File: src/rtl/stopwatch_pkg.sv
// Shared types and helpers for the tick-driven mm:ss stopwatch.
// Contents: FSM state encoding, BCD time record, seven-segment decode.
// Pure declarations, no logic and no timing.
package stopwatch_pkg;

  typedef enum logic [1:0] {
    IDLE  = 2'd0,
    RUN   = 2'd1,
    PAUSE = 2'd2
  } state_t;

  localparam int BCD_W = 4;

  localparam logic [2:0] SEC_TENS_MAX = 3'd5;

  // Field order matches the 16-bit digits bus, most significant first.
  typedef struct packed {
    logic [BCD_W-1:0] min_tens;
    logic [BCD_W-1:0] min_ones;
    logic [BCD_W-1:0] sec_tens;
    logic [BCD_W-1:0] sec_ones;
  } bcd_time_t;

  // BCD to active-low segments, bit order gfedcba; non-BCD codes blank the digit.
  function automatic logic [6:0] seg7(input logic [BCD_W-1:0] bcd);
    logic [6:0] s;
    s = 7'b1111111;
    case (bcd)
      4'd0: s = 7'b1000000;
      4'd1: s = 7'b1111001;
      4'd2: s = 7'b0100100;
      4'd3: s = 7'b0110000;
      4'd4: s = 7'b0011001;
      4'd5: s = 7'b0010010;
      4'd6: s = 7'b0000010;
      4'd7: s = 7'b1111000;
      4'd8: s = 7'b0000000;
      4'd9: s = 7'b0010000;
      default: s = 7'b1111111;
    endcase
    return s;
  endfunction

endpackage

File: src/rtl/tick_edge_sync.sv
// Purpose: 2-flop synchronizer on an asynchronous level, plus rising-edge pulse.
// Latency: d_in sampled high at edge k -> pulse high between edges k+1 and k+2.
// Backpressure: none; one pulse per rising edge, a held-high input gives no more.
//
// Ports: c (clock), reset (async, active-low), d_in (async level),
//        pulse (one-cycle, combinational from s2/s3).
module tick_edge_sync (
  input  logic c,
  input  logic reset,
  input  logic d_in,
  output logic pulse
);

  logic s1, s2, s3;

  always_ff @(posedge c or negedge reset) begin
    if (!reset) begin
      s1 <= 1'b0;
      s2 <= 1'b0;
      s3 <= 1'b0;
    end else begin
      s1 <= d_in;
      s2 <= s1;
      s3 <= s2;
    end
  end

  assign pulse = s2 & ~s3;

endmodule

File: src/rtl/tick_stopwatch.sv
// Purpose: mm:ss BCD stopwatch advanced by edges of the divided clock tick_in.
// Latency: tick_in sampled high at edge k -> digits updated at edge k+2.
// Backpressure: none; start_stop/clear are single-cycle pulses, clear wins.
//
// Ports: c, reset (async active-low), tick_in (async level), start_stop, clear,
//        running, digits {min_tens,min_ones,sec_tens,sec_ones}, wrap (1-cycle),
//        an/seg (active-low display scan).
// Macro TICK_STOPWATCH_SEG_EN enables the multiplexed display scan; otherwise
// an/seg are tied off (all digits and segments dark).
module tick_stopwatch
  import stopwatch_pkg::*;
#(
  parameter int MIN_LIMIT = 59,
  parameter int SCAN_BITS = 16
) (
  input  logic        c,
  input  logic        reset,
  input  logic        tick_in,
  input  logic        start_stop,
  input  logic        clear,
  output logic        running,
  output logic [15:0] digits,
  output logic        wrap,
  output logic [3:0]  an,
  output logic [6:0]  seg
);

  if (MIN_LIMIT < 1 || MIN_LIMIT > 99 || SCAN_BITS < 0) begin : g_param_check
    $error("tick_stopwatch: MIN_LIMIT must be 1..99 and SCAN_BITS non-negative");
  end

  localparam logic [BCD_W-1:0] ST_MAX = BCD_W'(SEC_TENS_MAX);
  localparam logic [BCD_W-1:0] MT_LIM = BCD_W'(MIN_LIMIT / 10);
  localparam logic [BCD_W-1:0] MO_LIM = BCD_W'(MIN_LIMIT % 10);

  logic      tick;
  state_t    state_q, state_nxt;
  bcd_time_t time_q, time_nxt;
  logic      wrap_q, wrap_nxt;

  tick_edge_sync u_tick_sync (
    .c     (c),
    .reset (reset),
    .d_in  (tick_in),
    .pulse (tick)
  );

  always_ff @(posedge c or negedge reset) begin
    if (!reset) begin
      state_q <= IDLE;
      time_q  <= '0;
      wrap_q  <= 1'b0;
    end else begin
      state_q <= state_nxt;
      time_q  <= time_nxt;
      wrap_q  <= wrap_nxt;
    end
  end

  always_comb begin
    state_nxt = state_q;
    time_nxt  = time_q;
    wrap_nxt  = 1'b0;

    if (clear) begin
      state_nxt = IDLE;
      time_nxt  = '0;
    end else begin
      if (start_stop) begin
        case (state_q)
          IDLE:    state_nxt = RUN;
          RUN:     state_nxt = PAUSE;
          PAUSE:   state_nxt = RUN;
          default: state_nxt = IDLE;
        endcase
      end

      // Gated on the registered state: a tick coinciding with the start
      // pulse is dropped, one coinciding with the stop pulse still counts.
      if (state_q == RUN && tick) begin
        if (time_q.sec_ones != 4'd9) begin
          time_nxt.sec_ones = time_q.sec_ones + 4'd1;
        end else begin
          time_nxt.sec_ones = '0;
          if (time_q.sec_tens != ST_MAX) begin
            time_nxt.sec_tens = time_q.sec_tens + 4'd1;
          end else begin
            time_nxt.sec_tens = '0;
            if (time_q.min_tens == MT_LIM && time_q.min_ones == MO_LIM) begin
              time_nxt.min_tens = '0;
              time_nxt.min_ones = '0;
              wrap_nxt          = 1'b1;
            end else if (time_q.min_ones != 4'd9) begin
              time_nxt.min_ones = time_q.min_ones + 4'd1;
            end else begin
              time_nxt.min_ones = '0;
              time_nxt.min_tens = time_q.min_tens + 4'd1;
            end
          end
        end
      end
    end
  end

  assign running = (state_q == RUN);
  assign digits  = time_q;
  assign wrap    = wrap_q;

`ifdef TICK_STOPWATCH_SEG_EN
  localparam logic [SCAN_BITS+1:0] SCAN_ONE = 1;

  logic [SCAN_BITS+1:0] scan_q;
  logic [1:0]           sel;
  logic [BCD_W-1:0]     cur;
  logic [3:0]           an_q;
  logic [6:0]           seg_q;

  // Top two bits of the free-running counter pick the digit slot;
  // slot 0 is the rightmost digit (sec_ones).
  assign sel = scan_q[SCAN_BITS+1 -: 2];

  always_comb begin
    cur = time_q.sec_ones;
    case (sel)
      2'd0:    cur = time_q.sec_ones;
      2'd1:    cur = time_q.sec_tens;
      2'd2:    cur = time_q.min_ones;
      default: cur = time_q.min_tens;
    endcase
  end

  // Counter is untouched by clear so the display cadence never jumps.
  always_ff @(posedge c or negedge reset) begin
    if (!reset) begin
      scan_q <= '0;
      an_q   <= 4'b1111;
      seg_q  <= 7'b1111111;
    end else begin
      scan_q <= scan_q + SCAN_ONE;
      an_q   <= ~(4'b0001 << sel);
      seg_q  <= seg7(cur);
    end
  end

  assign an  = an_q;
  assign seg = seg_q;
`else
  assign an  = 4'b1111;
  assign seg = 7'b1111111;
`endif

endmodule
File: config.mk
export PLATFORM = sky130hd
export DESIGN_NAME = tick_stopwatch
export DESIGN_NICKNAME = d
export VERILOG_FILES = /design/src/rtl/stopwatch_pkg.sv /design/src/rtl/tick_edge_sync.sv /design/src/rtl/tick_stopwatch.sv
export SDC_FILE = /design/constraint.sdc
export NUM_CORES = 1
export LEC_CHECK = 0
export BUFFER_PORTS_ARGS = -buffer_cell sky130_fd_sc_hd__buf_4
export CORE_AREA = 2 2 55 57
export CTS_CLUSTER_SIZE = 40
export DETAILED_ROUTE_END_ITERATION = 8
export DIE_AREA = 0 0 57 59
export GPL_ROUTABILITY_DRIVEN = 0
export GPL_TIMING_DRIVEN = 0
export PLACE_DENSITY = 0.7
export SLEW_MARGIN = 20
export SYNTH_ARGS = -nofsm -noshare
export SYNTH_HDL_FRONTEND = slang
export SYNTH_HIERARCHICAL = 1
export SYNTH_SLANG_ARGS = --single-unit
File: constraint.sdc
create_clock -name c -period 1.5 [get_ports c]
set_input_delay 0.15 -clock c [delete_from_list [all_inputs] [get_ports c]]
set_output_delay 0.15 -clock c [all_outputs]
set_load 0.05 [all_outputs]
# Word level (Yosys, flattened, before mapping)
# Cells that the tools add are included.
[word_totals]
inputBits = 5
output_inout_bits = 29
word_cells = 51
register_bits = 22
[classes]
n_addsub = 4
bitwise = 2
n_eq_ne = 10
n_mux = 17
reduce_logical = 9
[ops]
columns = ["operator", "count"]
rows = [
  ["two-way mux 16 bit", 2],
  ["adder 4 x 1 -> 4 bit (second input constant)", 4],
  ["two-way mux 4 bit", 4],
  ["two-way mux 8 bit", 2],
  ["two-way mux 12 bit", 1],
  ["inequality test 4 bit (second input constant)", 2],
  ["two-way mux 1 bit", 5],
  ["== test 4 x 3 -> 1 bit (second input constant)", 1],
  ["== test 4 bit (second input constant)", 1],
  ["two-way mux 2 bit", 2],
  ["inequality test 2 bit (second input constant)", 2],
  ["inequality test 4 x 3 -> 1 bit (second input constant)", 1],
  ["one-hot mux 2 bit (2 select lines)", 1],
  ["AND reduction 4 bit", 1],
  ["nonzero test 2 bit", 2],
  ["inequality test 3 bit (second input constant)", 1],
  ["AND reduction 3 bit", 1],
  ["== test 2 x 1 -> 1 bit (second input constant)", 1],
  ["== test 2 bit (second input constant)", 1],
  ["logical AND 1 bit", 2],
  ["logical NOT 2 bit", 1],
  ["AND reduction 2 bit", 1],
  ["OR reduction 2 bit", 1],
  ["bitwise AND 1 bit", 1],
  ["NOT 1 bit", 1],
]

# Depth between registers and ports, before layout
[depth]
ltp_word = 7
mapped_depth = 6
mapped_depth_nobuf = 6

# Hierarchy
# Netlist, hierarchy kept.
[by_module_without_submodules]
columns = ["module", "cells_per_inst", "n_inst", "area_each_um2", "seq_area_each_um2"]
rows = [
  ["tick_stopwatch", 118, 1, 1153.6, 475.5],
  ["tick_edge_sync", 4, 1, 88.8, 75.1],
]

# Least setup slack after synthesis
# No wires, ideal clock.
[synth_path]
kind = "register to register"
start = "register time_q (netlist bit digits[0])"
end = "register time_q (netlist bit digits[10])"
required_time_ps = 1381
setup_ps = 119
t_arrival_ps = 1723
path_stages_with_launch = 6
period_less_slack_ps = 1842
setup_slack_ps = -342
n_path_buf = 0
cell_sequence = "dfrtp_1 ha_1 nand3b_1 o31ai_1 a21boi_0 o21a_1"
[synth_between]
elab_chain_len = 3
[synth_rtl]
columns = ["item", "line_no", "source"]
rows = [
  ["from (decl)", "tick_stopwatch.sv:38", "bcd_time_t time_q, time_nxt;"],
  ["from (signal assigned)", "tick_stopwatch.sv:55", "time_q <= time_nxt;"],
  ["inequality test 4 bit", "tick_stopwatch.sv:81", "if (time_q.sec_ones != 4'd9) begin"],
  ["inequality test 2 bit (no source line)", "-", ""],
  ["AND reduction 3 bit (no source line)", "-", ""],
]
# Every way passes these cells.
# A chain may end at the register's enable or synchronous reset.

# Final worst setup path
[layout_path]
start = "register time_q (netlist bit digits[1])"
end = "register time_q (netlist bit digits[9])"
# Same word-level chain as after synthesis.

==> flow_metrics.tcl <==
set metrics [dict create \
    synth_area_mm2 0.00124 \
    dp_slack_ns -0.186 \
    cts.sinks 22 \
    synth-edff-count 0 \
    rr_endpoint "digits[9]$_DFFE_PN0P_" \
    ys_seq_area_share_pct 44.3 \
    p_per_area_mw_per_mm2 705 \
    period_needed_ns 1.57 \
    p_total_mw 1.17 \
    worstSetupPathType "flip-flop to flip-flop" \
    num_vias 1037 \
    hp-start "start_stop" \
    critPathRequiredTime_ns 1.74 \
    nNetsFinal 180 \
    synth_ff_type "dfrtp_1" \
    holdPathStages 3 \
    post-route-period-util_pct 105 \
    synth_seq_cells 22 \
    fin_cells 197 \
    path_max_fanout 6 \
    p_leak_nw 0.769 \
    ctsLongestPathBuffers 2 \
    drt-initial-drc-count 30 \
    cts_root_buf "clkbuf_4" \
    clk_latency_ns 0.31 \
    dp_hpwl_um 1830 \
    drv_cap 0 \
    arrival_ns 1.81 \
    vias_per_cell 5.26 \
    fin_util_pct 61.2 \
    ant_nets 0 \
    dieHeight_um 59 \
    setup_violations 3 \
    worst_ir_drop_vdd_uv 515 \
    fin_ws_ns -0.0725 \
    drt-total-wl_um 2580 \
    numCtsBuffers 3 \
    track_usage_pct 16.4 \
    violations "negative setup slack" \
    hold_viol_final 0 \
    final-max-slew-violation-count 0 \
    drc 0 \
    outcome "finished, violations left" \
    gr-total-overflow 0 \
    die_x_um 57 \
    hold_end "state_q[0]$_DFFE_PN0P_" \
    rows 19 \
    grt_first_pass_wirelength_um 4350 \
    antenna_cells 0 \
    synthArstFlopShare_pct 100 \
    fill_cells 234 \
    wl_per_cell_um 13.1 \
    synth_area_per_cell_um2 10.2 \
    timing.fmax_mhz 636 \
    r2r_start "digits[1]$_DFFE_PN0P_" \
    drtPass1Iterations 4 \
    yosysWarningCount 6 \
    area_growth_pct 33.4 \
    cts.htree.levels 1 \
    post_route_cells_drive_above_1_share_pct 41.6 \
    seq_area_um2 561 \
    r2r_cells 6 \
    pin_count 34 \
    antenna_found_initial 0 \
    yosysUniqueCellTypes 39 \
    port_buffers 22 \
    start_util_pct 45.8 \
    rsz0062_at_grt "yes" \
    ff2ff_setup_slack_ns -0.07 \
    clock_skew_ns 0.00154 \
    clkTransAtPathRegs_ns 0.12 \
    multi_input_area_um2 681 \
    die_area_mm2 0.00336 \
    startpoint_type "flip-flop" \
    placed_cells 185 \
    whs_ns 0.0943 \
    postSynthCellCount 122 \
    grt_max_degree 23 \
    core_area_mm2 0.00271 \
    grt_pass1_vias 977 \
    tritoncts "built" \
    cp-end-kind "flip-flop" \
    min_path_type "input port to flip-flop" \
]
## Yosys cell counts, drive strengths merged, types with 2 or more instances
master  instances  area share (%)
nor2            3            0.91
nand2           9             2.7
or2             2             1.0
o211ai          2             1.2
nand4b          2             1.4
ha              8             8.1
xnor2           2             1.4
inv             6             1.8
buf            13             8.0
a21oi           4             1.9
or3             3             1.5
nor2b           2             1.6
and3b           4             3.0
nor3            2            0.81
dfrtp          22              44
a21boi          2             1.2
a21o            3             1.8
o21ai          10             4.0
nand3b          3             1.8
nand3           7             2.8
## stage by stage
stage | TNS [ns] | cell area (µm²)
final | -0.145 | 1660
after global routing | -0.871 | 1660
after CTS | -0.316 | 1610
after detailed placement | -0.486 | 1530
after global placement | -0.224 | 1530
after floorplan | -0.705 | 1330
## final cells by class
cell class              instances  share of cell area, %
repair buffers                 30                   13.9
inverters                       6                   1.36
multi-input cells              91                   41.1
plain buffers                  13                   5.96
well taps                      31                   2.34
flip-flops and latches         22                   33.8
clock buffers                   4                   1.58
## sequential cells by signal, indices dropped and copies added, names as in the netlist
signal,count
digits,16
state_q,2
u_tick_sync/s1,1
u_tick_sync/s2,1
u_tick_sync/s3,1
wrap,1
## placed cells by master, fill, tap and decap left out, drive strengths merged, types with 2 or more instances in the layout
cell / netlist / layout
o211ai: 2 / 2
nor3: 2 / 2
a21boi: 2 / 2
xnor2: 2 / 2
o21ai: 10 / 10
nor2b: 2 / 2
nand2: 9 / 9
clkbuf: 0 / 4
dlygate4sd3: 0 / 2
nand3: 7 / 7
dfrtp: 22 / 22
ha: 8 / 8
or2: 2 / 2
a21oi: 4 / 4
nand4b: 2 / 2
nor2: 3 / 3
nand3b: 3 / 3
a21o: 3 / 3
or3: 3 / 3
and3b: 4 / 4
inv: 6 / 6
conb: 1 / 11
buf: 13 / 41
## how the worst max path moves through the flow
stage / slack, ns / end / cells past startpoint / from
final: -0.07 / digits[9]$_DFFE_PN0P_ / 6 / digits[1]$_DFFE_PN0P_
after detailed placement: -0.19 / digits[10]$_DFFE_PN0P_ / 6 / digits[1]$_DFFE_PN0P_
after CTS: -0.07 / digits[7]$_DFFE_PN0P_ / 6 / digits[1]$_DFFE_PN0P_
after floorplan: -0.14 / digits[9]$_DFFE_PN0P_ / 6 / digits[1]$_DFFE_PN0P_
after global placement: -0.12 / digits[10]$_DFFE_PN0P_ / 6 / digits[5]$_DFFE_PN0P_
after global routing: -0.15 / digits[15]$_DFFE_PN0P_ / 5 / digits[8]$_DFFE_PN0P_
## metal layers
layer | GRT usage [%] | up-vias | wire length, µm
met4 | 4.98 | 0 | 34
met1 | 19.3 | 508 | 1120
met5 | 0 | - | 0
met3 | 2.62 | 5 | 114
li1 | - | 497 | -
met2 | 30.9 | 27 | 1310
## what timing repair did
action,CTS,global route
pin swaps,1,4
buffers inserted,3,3
gates cloned,0,0
endpoints found under the hold margin,23,0
gates resized for setup,2,6
setup endpoints to repair,8,12
hold buffers,2,0
## cell families (layout without fill, tap and decap cells)
kind of cell | Yosys count | in the layout | share of synthesized area [%]
AND/OR/NAND/NOR | 43 | 43 | 20.8
AO/OA/AOI/OAI | 26 | 26 | 14.5
flip-flops | 22 | 22 | 44.3
buffers and inverters | 19 | 53 | 9.77
adder cells (fa/ha/maj) | 8 | 8 | 8.06
XOR/XNOR | 2 | 2 | 1.41
other | 1 | 11 | 0.302
multiplexers | 1 | 1 | 0.806
## worst max-delay path, stage by stage (launching register included)
cell and delay, ns:
dfrtp_2 0.43, inv_2 0.07, ha_4 0.12, and3b_2 0.27, a31oi_4 0.12, or4_1 0.40, o21ai_1 0.09
## where the power goes
part           switching (mW)  internal [mW]
logic                   0.171         0.0837
clock network           0.178          0.104
registers              0.0194          0.612
Note: power is estimated with default switching activity, not from simulation.
